## config.mk

```make
export PLATFORM = sky130hd
export DESIGN_NAME = ring_scan_ctrl
export DESIGN_NICKNAME = d
export VERILOG_FILES = /design/src/rtl/ring_scan_ctrl.sv
export SDC_FILE = /design/constraint.sdc
export NUM_CORES = 1
export LEC_CHECK = 0
export CAP_MARGIN = 15
export CORE_ASPECT_RATIO = 1.4
export CORE_MARGIN = 2
export CORE_UTILIZATION = 55
export DETAILED_ROUTE_END_ITERATION = 16
export MAX_ROUTING_LAYER = met4
export PLACE_DENSITY = 0.84
export SLEW_MARGIN = 40
export SYNTH_ARGS = -nofsm -noshare
export SYNTH_HDL_FRONTEND = slang
export SYNTH_SLANG_ARGS = --single-unit
```

## constraint.sdc

```tcl
create_clock -name clk_500hz -period 5.7 [get_ports clk_500hz]
set_input_delay 1.71 -clock clk_500hz [delete_from_list [all_inputs] [get_ports clk_500hz]]
set_output_delay 1.71 -clock clk_500hz [all_outputs]
set_load 0.02 [all_outputs]
```

## src/rtl/ring_scan_ctrl.sv

```systemverilog
// Four-digit multiplexed 7-segment scanner with a one-word pending write buffer.
// Optional macro LEADING_ZERO_BLANK_EN suppresses leading zero digits 0..2.
module ring_scan_ctrl #(
  parameter int unsigned DWELL = 4,
  parameter int unsigned BLANK = 1
) (
  input  logic        clk_500hz,
  input  logic        reset,
  input  logic        enable,
  input  logic [15:0] wr_data,
  input  logic        wr_valid,
  output logic        wr_ready,
  output logic [3:0]  an,
  output logic [6:0]  seg,
  output logic        frame_done,
  output logic [1:0]  o_dbg_state
);

  typedef enum logic [1:0] {
    S_IDLE = 2'd0,
    S_ON   = 2'd1,
    S_BLK  = 2'd2
  } state_t;

  localparam logic [7:0] DWELL_M1 = 8'(DWELL - 1);
  localparam logic [7:0] BLANK_M1 = (BLANK == 0) ? 8'd0 : 8'(BLANK - 1);
`ifdef LEADING_ZERO_BLANK_EN
  localparam bit LZB_EN = 1'b1;
`else
  localparam bit LZB_EN = 1'b0;
`endif

  state_t      r_state;
  logic [1:0]  r_k;
  logic [7:0]  r_cnt;
  logic [15:0] r_active;
  logic [15:0] r_pend_data;
  logic        r_pend;
  logic        r_rdy_en;
  logic [3:0]  r_an;
  logic [6:0]  r_seg;
  logic        r_fd;

  state_t      w_state_nxt;
  logic [1:0]  w_k_nxt;
  logic [7:0]  w_cnt_nxt;
  logic        w_frame_start;
  logic        w_commit;
  logic        w_xfer;
  logic [15:0] w_active_nxt;
  logic [3:0]  w_nib;
  logic        w_lz;
  logic [6:0]  w_dec;
  logic [3:0]  w_an_nxt;
  logic [6:0]  w_seg_nxt;

  // Handshake: a word transfers on a rising edge where wr_valid && wr_ready;
  // wr_ready is high whenever the single pending slot is empty (and not in reset).
  assign wr_ready    = r_rdy_en & ~r_pend;
  assign an          = r_an;
  assign seg         = r_seg;
  assign frame_done  = r_fd;
  assign o_dbg_state = r_state;

  always_comb begin
    w_state_nxt   = r_state;
    w_k_nxt       = r_k;
    w_cnt_nxt     = r_cnt;
    w_frame_start = 1'b0;
    if (!enable) begin
      w_state_nxt = S_IDLE;
      w_k_nxt     = 2'd0;
      w_cnt_nxt   = 8'd0;
    end else begin
      case (r_state)
        S_IDLE: begin
          w_state_nxt   = S_ON;
          w_k_nxt       = 2'd0;
          w_cnt_nxt     = 8'd0;
          w_frame_start = 1'b1;
        end
        S_ON: begin
          if (r_cnt == DWELL_M1) begin
            w_cnt_nxt = 8'd0;
            if (BLANK != 0) begin
              w_state_nxt = S_BLK;
            end else begin
              w_k_nxt       = r_k + 2'd1;
              w_frame_start = (r_k == 2'd3);
            end
          end else begin
            w_cnt_nxt = r_cnt + 8'd1;
          end
        end
        S_BLK: begin
          if (r_cnt == BLANK_M1) begin
            w_state_nxt   = S_ON;
            w_k_nxt       = r_k + 2'd1;
            w_cnt_nxt     = 8'd0;
            w_frame_start = (r_k == 2'd3);
          end else begin
            w_cnt_nxt = r_cnt + 8'd1;
          end
        end
        default: begin
          w_state_nxt = S_IDLE;
          w_k_nxt     = 2'd0;
          w_cnt_nxt   = 8'd0;
        end
      endcase
    end
  end

  // Commit looks only at the pending flag held before this edge's transfer.
  assign w_commit     = w_frame_start & r_pend;
  assign w_xfer       = wr_valid & wr_ready;
  assign w_active_nxt = w_commit ? r_pend_data : r_active;

  always_comb begin
    w_nib = 4'h0;
    w_lz  = 1'b0;
    case (w_k_nxt)
      2'd0: begin w_nib = w_active_nxt[15:12]; w_lz = (w_active_nxt[15:12] == 4'h0); end
      2'd1: begin w_nib = w_active_nxt[11:8];  w_lz = (w_active_nxt[15:8]  == 8'h00); end
      2'd2: begin w_nib = w_active_nxt[7:4];   w_lz = (w_active_nxt[15:4]  == 12'h000); end
      default: begin w_nib = w_active_nxt[3:0]; w_lz = 1'b0; end
    endcase
  end

  always_comb begin
    w_dec = 7'b1111111;
    case (w_nib)
      4'h0: w_dec = 7'b1000000;
      4'h1: w_dec = 7'b1111001;
      4'h2: w_dec = 7'b0100100;
      4'h3: w_dec = 7'b0110000;
      4'h4: w_dec = 7'b0011001;
      4'h5: w_dec = 7'b0010010;
      4'h6: w_dec = 7'b0000010;
      4'h7: w_dec = 7'b1111000;
      4'h8: w_dec = 7'b0000000;
      4'h9: w_dec = 7'b0010000;
      4'hA: w_dec = 7'b0001000;
      4'hB: w_dec = 7'b0000011;
      4'hC: w_dec = 7'b1000110;
      4'hD: w_dec = 7'b0100001;
      4'hE: w_dec = 7'b0000110;
      default: w_dec = 7'b0001110;
    endcase
  end

  // Outputs are registered from the next state so they line up with it.
  always_comb begin
    w_an_nxt  = 4'b1111;
    w_seg_nxt = 7'b1111111;
    if (w_state_nxt == S_ON && !(LZB_EN && w_lz)) begin
      w_an_nxt  = ~(4'b1000 >> w_k_nxt);
      w_seg_nxt = w_dec;
    end
  end

  always_ff @(posedge clk_500hz or negedge reset) begin
    if (!reset) begin
      r_state     <= S_IDLE;
      r_k         <= 2'd0;
      r_cnt       <= 8'd0;
      r_active    <= 16'h0000;
      r_pend_data <= 16'h0000;
      r_pend      <= 1'b0;
      r_rdy_en    <= 1'b0;
      r_an        <= 4'b1111;
      r_seg       <= 7'b1111111;
      r_fd        <= 1'b0;
    end else begin
      r_state  <= w_state_nxt;
      r_k      <= w_k_nxt;
      r_cnt    <= w_cnt_nxt;
      r_active <= w_active_nxt;
      r_rdy_en <= 1'b1;
      r_an     <= w_an_nxt;
      r_seg    <= w_seg_nxt;
      r_fd     <= w_frame_start;
      if (w_commit) begin
        r_pend <= 1'b0;
      end else if (w_xfer) begin
        r_pend      <= 1'b1;
        r_pend_data <= wr_data;
      end
    end
  end

endmodule
```

=== Yosys cells after proc, flatten, opt, wreduce, memory -nomap -nowiden ===
Memory sizes are Yosys's and may differ from the RTL's.
Index checks and enable logic that the tools add are counted.

* Output and inout bits: 15
* Word-level logic and storage cells: 52
* Memories: 1
* Memory bits (read-only): 112
* Flip-flop bits (word level): 58

{| class="wikitable"
|+ Memory list
! name !! depth !! width !! read ports !! clocked after Yosys merged registers in !! write ports !! RTL line !! RTL
|-
| (no name shown) || 16 || 7 || 1 || 0 || 0 || 132 || <nowiki>case (w_nib)</nowiki>
|}

* Equality and inequality tests: 7
* Bitwise operators: 6
* Reductions and logical operators: 5
* Mux-type cells: 20
* Shift-type cells: 1
* $add $sub $neg: 2

{| class="wikitable"
|+ Operators by type and width
! cell !! number
|-
| 2-to-1 mux 8 bit || 3
|-
| 2-to-1 mux 16 bit || 1
|-
| case mux 8 bit (2 select lines) || 1
|-
| case mux 4 bit (3 select lines) || 1
|-
| 2-to-1 mux 2 bit || 5
|-
| adder 8 x 1 -> 8 bit (second input constant) || 1
|-
| equality test 8 x 2 -> 1 bit (second input constant) || 1
|-
| logical NOT 8 bit || 1
|-
| 2-to-1 mux 7 bit || 1
|-
| equality test 2 x 1 -> 1 bit (second input constant) || 3
|-
| equality test 2 bit (second input constant) || 3
|-
| case mux 2 bit (3 select lines) || 1
|-
| logical NOT 2 bit || 2
|-
| 2-to-1 mux 1 bit || 4
|-
| 2-to-1 mux 4 bit || 1
|-
| NOT 4 bit || 1
|-
| case mux 2 bit (2 select lines) || 1
|-
| >> shifter 4 x 2 -> 4 bit (first input constant) || 1
|-
| AND 1 bit || 3
|-
| adder 2 x 1 -> 2 bit (second input constant) || 1
|-
| NOT 1 bit || 2
|-
| case mux 1 bit (2 select lines) || 1
|-
| AND reduction 2 bit || 1
|-
| nonzero test 2 bit || 1
|}

=== Depth between registers and ports, before layout ===
Gate-level depths: netlist of the first run.
An unclocked memory read counts as a cell.

* Word-level depth: 9
* Mapped depth: 15

=== Least setup slack after synthesis of the first run ===
OpenSTA, ideal clock, no wires.

* Path kind: input -> register
* From: in enable
* To: reg r_seg[4] (netlist: seg[4])
* Stages: 10
* Library setup time: 0.084 ns
* Path slack: 1.933 ns
* Arrival time: 3.683 ns
* Path buffers: 1
* Cells stage by stage: and2_1 -> clkbuf_1 -> nand2_4 -> mux2_2 -> a221oi_1 -> a21o_1 -> inv_1 -> ha_1 -> or3_1 -> o2111ai_1

* Word-level cells in the longest chain between the ends: 6

{| class="wikitable"
|+ RTL lines
! element !! RTL line !! RTL
|-
| start, declared || 9 || <nowiki>input logic enable,</nowiki>
|-
| 2-to-1 mux 1 bit || 70 || <nowiki>if (!enable) begin</nowiki>
|-
| AND 1 bit || 115 || <nowiki>assign w_commit = w_frame_start & r_pend;</nowiki>
|-
| 2-to-1 mux 16 bit || 117 || <nowiki>assign w_active_nxt = w_commit ? r_pend_data : r_active;</nowiki>
|-
| via w_active_nxt[13] || 50 || <nowiki>logic [15:0] w_active_nxt;</nowiki>
|-
| case mux 4 bit (3 select lines) || 122 || <nowiki>case (w_k_nxt)</nowiki>
|-
| memory (16 x 7 bit) || n/a ||
|-
| 2-to-1 mux 7 bit || 156 || <nowiki>if (w_state_nxt == S_ON && !(LZB_EN && w_lz)) begin</nowiki>
|-
| via w_seg_nxt[4] || 55 || <nowiki>logic [6:0] w_seg_nxt;</nowiki>
|-
| end signal, assigned || 181 || <nowiki>r_seg <= w_seg_nxt;</nowiki>
|-
| end, declared || 41 || <nowiki>logic [6:0] r_seg;</nowiki>
|}

The timed path passes the listed nets, and every way through them passes these cells.
A chain may end at the register's enable or synchronous reset.

=== Worst setup path in the final report of the first run ===
Ends and elaborated chain as after synthesis.

==> results.yml, run 1 <==
cts:
  cts_buffers: 9
  clockBufferDepth: 2
  ctsHtreeMaxLevel: 3
  cts-root-buf: "clkbuf_8"
  hold_buffers: 0
  clock_sinks: 58
  cts_setup_buffers: 0
  cts_resized: 0
  cts_tree: "built"
  clkSlewWorstSetupHoldPaths_ns: 0.06
  clk_latency_ns: 0.34
global_routing:
  grt_max_degree: 59
  grt_pass1_wl_mm: 9.93
  grt_pass1_vias: 2115
  grt_overflow: 0
  grt_use_total_pct: 22.2
  grt_antenna_before_repair: 0
sta:
  finalCritPeriodShare_pct: 74.7
  hold_violations: 0
  tns_ns: 0
  setup_viol: 0
  maxSlewHeadroom_pct: 53.6
  fmax_mhz: 235
  fin_worst_hold_slack_ns: 0.504
  finClkSkew_ns: 0.00874
  rsz0062_at_grt: "false"
  worst_slack_ns: 1.44
  finalCriticalPeriod_ns: 4.26
  maxSlewViolCount: 0
  tightestPinTransition_ns: 0.696
setup_path:
  required_ns: 5.95
  worstReg2RegStart: "r_cnt[2]"
  critical_path_class: "in2reg"
  reg2regPathDepth: 10
  rrSetupSlack_ns: 2.25
  crit_path_start_kind: "primary input"
  worstReg2RegEnd: "seg[4]"
  worstSetupEndpointType: "flop"
  critPathMaxFanout: 10
  worstPathArrival_ns: 4.51
place:
  gp_congestion: 0.854
  dpl.hpwl_mm: 4.05
  dp_cells: 350
  port_buffers: 34
  place_ws_ns: 1.11
  dpl_cell_area_um2: 3360
detailed_routing:
  routed_via_density: 5.79
  antenna_left: 0
  drt_pre_antenna_iters: 4
  drt_first_iter_violations: 107
  wl_per_cell_um: 15.4
  route.detailed.drc: 0
  vias: 2120
  totalWireLength_mm: 5.63
floorplanning:
  io-pin-count: 35
  die_h_um: 91.2
  core_area_um2: 5200
  fp.dieW_um: 66.3
  floorplan.initialDensity_pct: 57.4
  die_area_um2: 6040
  rows: 31
synth:
  yosys_warnings: 0
  async_flop_share_pct: 100
  synth-main-ff-cell: "dfrtp_1"
  synth_most_common_cell: "dfrtp_1"
  netlist_top_cells_area: "dfrtp_1 (39%), dfstp_2 (9.7%), mux2_2 (7.5%)"
  yosys.area.top_type: "dfrtp_1"
  synthTopCellsByCount: "dfrtp_1 (47), mux2_2 (20), nand2_1 (18)"
  ys_seq_area_share_pct: 49.1
  netlist.area_leader.share_pct: 39.4
  synthDistinctLibCells: 61
  syn-num-nets: 291
  netlist_area_um2: 2980
  ys_ff_latch: 58
  syn_area_per_cell_um2: 11.6
  synth_edf_count: 0
  netlist_instances: 258
power_and_ir_drop:
  power_frac_clock_pct: 32.2
  power.density_nw_per_um2: 405
  ir_drop_v: 0.000236
  p_int_mw: 1.04
  comb_power_share_pct: 28.7
  p_switching_mw: 0.425
  pwr-share-seq_pct: 39.1
  power_leakage_nw: 1.59
  power_switching_share_pct: 29.1
final_layout:
  num-fill-cells: 405
  fin_area_um2: 3610
  nNetsFinal: 328
  final_cells: 366
  antenna_cells: 0
  drive_above_1_share_pct: 22.7
  syn2layout_area_growth_pct: 21.0
job:
  max-cap-violations: 0
outcome:
  outcome: "completed"
worst_hold_path:
  min-delay-start: "r_active[13]"
  whs_path_depth: 1
  hold_end: "r_active[13]"
  hold_path.class: "reg2reg"
## per-layer routing
metal,vias up,wire length [um],track usage [%]
met5,-,0,-
met4,0,128,10.7
met3,10,170,4.83
met2,48,2730,32.4
met1,1044,2600,29.2
li1,1018,-,-
## power groups by stage
stage / sequential [mW] / clock (mW) / combinational [mW]
3_5_place_dp: 0.579 / 0 / 0.416
6_report: 0.571 / 0.471 / 0.420
5_1_grt: 0.584 / 0.500 / 0.465
3_3_place_gp: 0.574 / 0 / 0.402
2_1_floorplan: 0.591 / 0 / 0.285
4_1_cts: 0.572 / 0.477 / 0.418
## state kept, by name, indices dropped and copies added, names as in the netlist
name	count
an	4
frame_done	1
o_dbg_state	2
r_active	16
r_cnt	8
r_k	2
r_pend	1
r_pend_data	16
r_rdy_en	1
seg	7
## worst max path at each step
stage	from	to	slack (ns)	depth (start not counted)
after global routing	enable	seg[5]	1.27	10
after CTS	enable	seg[4]	1.45	10
final	enable	seg[4]	1.44	10
after detailed placement	enable	seg[4]	1.11	10
after floorplan	enable	seg[4]	1.93	10
after global placement	enable	seg[4]	1.23	10
## stage by stage
stage / util (%) / total power [mW]
3_3_place_gp: 64.6 / 0.976
5_1_grt: 69.5 / 1.55
4_1_cts: 69.4 / 1.47
3_5_place_dp: 64.6 / 0.995
2_1_floorplan: - / 0.877
6_report: 69.5 / 1.46
## cell usage in the layout (no fill, tap or decap), types with 11 or more instances in the layout
master,netlist,final
clkbuf_8,0,11
clkdlybuf4s50_1,0,33
dfrtp_1,47,47
dfstp_2,11,11
ha_1,13,13
inv_1,11,11
mux2_2,20,20
nand2_1,18,18
nand3_1,17,17
nor2_1,11,11
## critical path, cell delays in order
cell	delay, ns
clkdlybuf4s50_1	0.63
and2_1	0.38
nand2_4	0.16
mux2_2	0.31
a221oi_1	0.30
a21o_1	0.22
inv_1	0.12
ha_1	0.20
or3_1	0.36
o2111ai_1	0.11
## kinds of logic (layout without fill, tap and decap cells)
| logic type | count (synthesis) | count (layout) | synth area share (%) |
|---|---|---|---|
| AND/OR/NAND/NOR | 86 | 86 | 17.0 |
| other | 1 | 1 | 0.126 |
| flip-flops | 58 | 58 | 49.1 |
| XOR/XNOR | 6 | 6 | 1.76 |
| AO/OA/AOI/OAI | 45 | 45 | 12.9 |
| adder cells (fa/ha/maj) | 13 | 13 | 5.45 |
| buffers and inverters | 21 | 63 | 3.31 |
| multiplexers | 28 | 28 | 10.4 |
## cell type report
| class | count | area [um2] | area share (%) |
|---|---|---|---|
| repair buffers | 35 | 343 | 9.50 |
| clock inverters | 5 | 100 | 2.77 |
| multi-input cells | 179 | 1420 | 39.4 |
| well taps | 66 | 82.6 | 2.29 |
| clock buffers | 11 | 151 | 4.19 |
| inverters | 12 | 45.0 | 1.25 |
| flip-flops and latches | 58 | 1470 | 40.6 |
Note: power is estimated with default switching activity, not from simulation.
==> run 2: changes to the inputs <==
CORE_UTILIZATION = 50   (was 55)
PLACE_DENSITY = 0.8   (was 0.84)
clock period = 3.55 ns   (was 5.7 ns; I/O delays follow)
==> run 2 against run 1 <==
Net effect: critical endpoint unchanged; wire length up 4.8%; clock skew down 0.0020 ns; global-route usage down 1.6 points; combinational power up 64%; power up 59%; die area up 9.5%; critical path depth unchanged.
==> results.yml, run 2 (same netlist as run 1, synthesis figures left out) <==
sta:
  finalCriticalPeriod_ns: 3.25
  maxSlewHeadroom_pct: 53.8
  fmax_mhz: 308
  tns_ns: 0
  finClkSkew_ns: 0.00676
  tightestPinTransition_ns: 0.694
  rsz0062_at_grt: "false"
  hold_violations: 0
  maxSlewViolCount: 0
  setup_viol: 0
  finalCritPeriodShare_pct: 91.6
cts:
  cts_tree: "built"
  cts-root-buf: "clkbuf_8"
  clkSlewWorstSetupHoldPaths_ns: 0.07
  clock_sinks: 58
  ctsHtreeMaxLevel: 3
  cts_resized: 0
  cts_setup_buffers: 0
  hold_buffers: 0
  cts_buffers: 9
  clockBufferDepth: 2
  clk_latency_ns: 0.34
final_layout:
  final_util_pct: 63.2
  drive_above_1_share_pct: 25.1
  layout_common_cells: "dfrtp_1 (47), clkdlybuf4s50_1 (33), mux2_2 (20)"
  fin_area_um2: 3680
  final_common_cell: "dfrtp_1"
  num-fill-cells: 465
  nNetsFinal: 339
  reg.largest.list: "r_active: 16 flops, r_pend_data: 16 flops, r_cnt: 8 flops"
  antenna_cells: 0
  syn2layout_area_growth_pct: 23.4
floorplanning:
  rows: 33
  die_h_um: 95.4
  floorplan.initialDensity_pct: 51.3
  die_area_um2: 6610
  io-pin-count: 35
  fp.dieW_um: 69.3
  core_area_um2: 5820
global_routing:
  grt_overflow: 0
  grt_use_total_pct: 20.6
  gr-usage-met1_pct: 23.1
  grt_max_degree: 59
  grt_use_met3_pct: 3.70
  use_met2_pct: 34.8
  grt_pass1_wl_mm: 10.2
  busiest_layer: "met2"
  grt_antenna_before_repair: 0
  grt_pass1_vias: 2181
detailed_routing:
  antenna_left: 0
  routed_via_density: 5.68
  drt_pre_antenna_iters: 4
  route.detailed.drc: 0
  wl_per_cell_um: 15.5
  drt_first_iter_violations: 182
  totalWireLength_mm: 5.90
  vias: 2163
place:
  port_buffers: 34
  dpl.hpwl_mm: 4.31
  dpl_cell_area_um2: 3440
  gp_congestion: 0.846
worst_hold_path:
  hold_path.class: "reg2reg"
job:
  max-cap-violations: 0
setup_path:
  worstSetupEndpointType: "flop"
  crit_path_start_kind: "primary input"
  required_ns: 3.81
  critPathMaxFanout: 7
  critical_path_class: "in2reg"
  worstPathArrival_ns: 3.51
power_and_ir_drop:
  power.density_nw_per_um2: 630
  power_mw: 2.32
  ir_drop_v: 0.000424
  power_leakage_nw: 1.63
outcome:
  outcome: "completed"
run 2: cell type report:
class | count | area (um2) | area share [%]
sequential | 58 | 1470 | 39.8
clock inverter | 4 | 72.6 | 1.97
inverter | 12 | 45.0 | 1.22
tap | 70 | 87.6 | 2.38
timing repair buffer | 46 | 425 | 11.6
clock buffer | 12 | 165 | 4.49
multi-input combinational | 179 | 1420 | 38.6
run 2: metal layers:
layer	wire length (um)	up-vias	part of all wire, %
li1	-	1041	-
met2	3170	43	54
met4	142	0	2.4
met3	157	13	2.7
met5	0	-	0
met1	2430	1066	41
run 2: where the power goes:
part	leakage (nW)	switching (mW)	internal (mW)
Clock	0.119	0.259	0.451
Sequential	0.700	0.0683	0.851
Combinational	0.814	0.364	0.326
Total	1.63	0.691	1.63
run 2: metrics by stage:
step / worst slack [ns] / cells / hold slack [ns]
6_report: 0.298 / 381 / 0.493
5_1_grt: 0.110 / 381 / 0.516
4_1_cts: 0.291 / 381 / 0.487
3_5_place_dp: -0.0503 / 365 / 0.472
3_3_place_gp: 0.0412 / 365 / 0.466
2_1_floorplan: 0.428 / 258 / 0.450
run 2: worst paths after layout:
| kind | startpoint | end | slack [ns] | cells past startpoint |
|---|---|---|---|---|
| max in group asynchronous | reset | r_pend_data[0] | 2.24 | 2 |
| worst max-delay path | enable | seg[4] | 0.30 | 10 |
| min in group asynchronous | reset | frame_done | 0.86 | 2 |
| worst max register to register | r_cnt[2] | seg[4] | 0.36 | 10 |
| worst min-delay path | r_active[14] | r_active[14] | 0.49 | 1 |
| worst min register to register | r_active[14] | r_active[14] | 0.49 | 1 |
run 2: critical path, stage by stage:
cell             delay, ns
clkdlybuf4s50_1       0.43
and2_1                0.21
nand2_4               0.13
mux2_2                0.36
a221oi_1              0.31
a21o_1                0.21
inv_1                 0.12
ha_1                  0.21
or3_1                 0.36
o2111ai_1             0.10
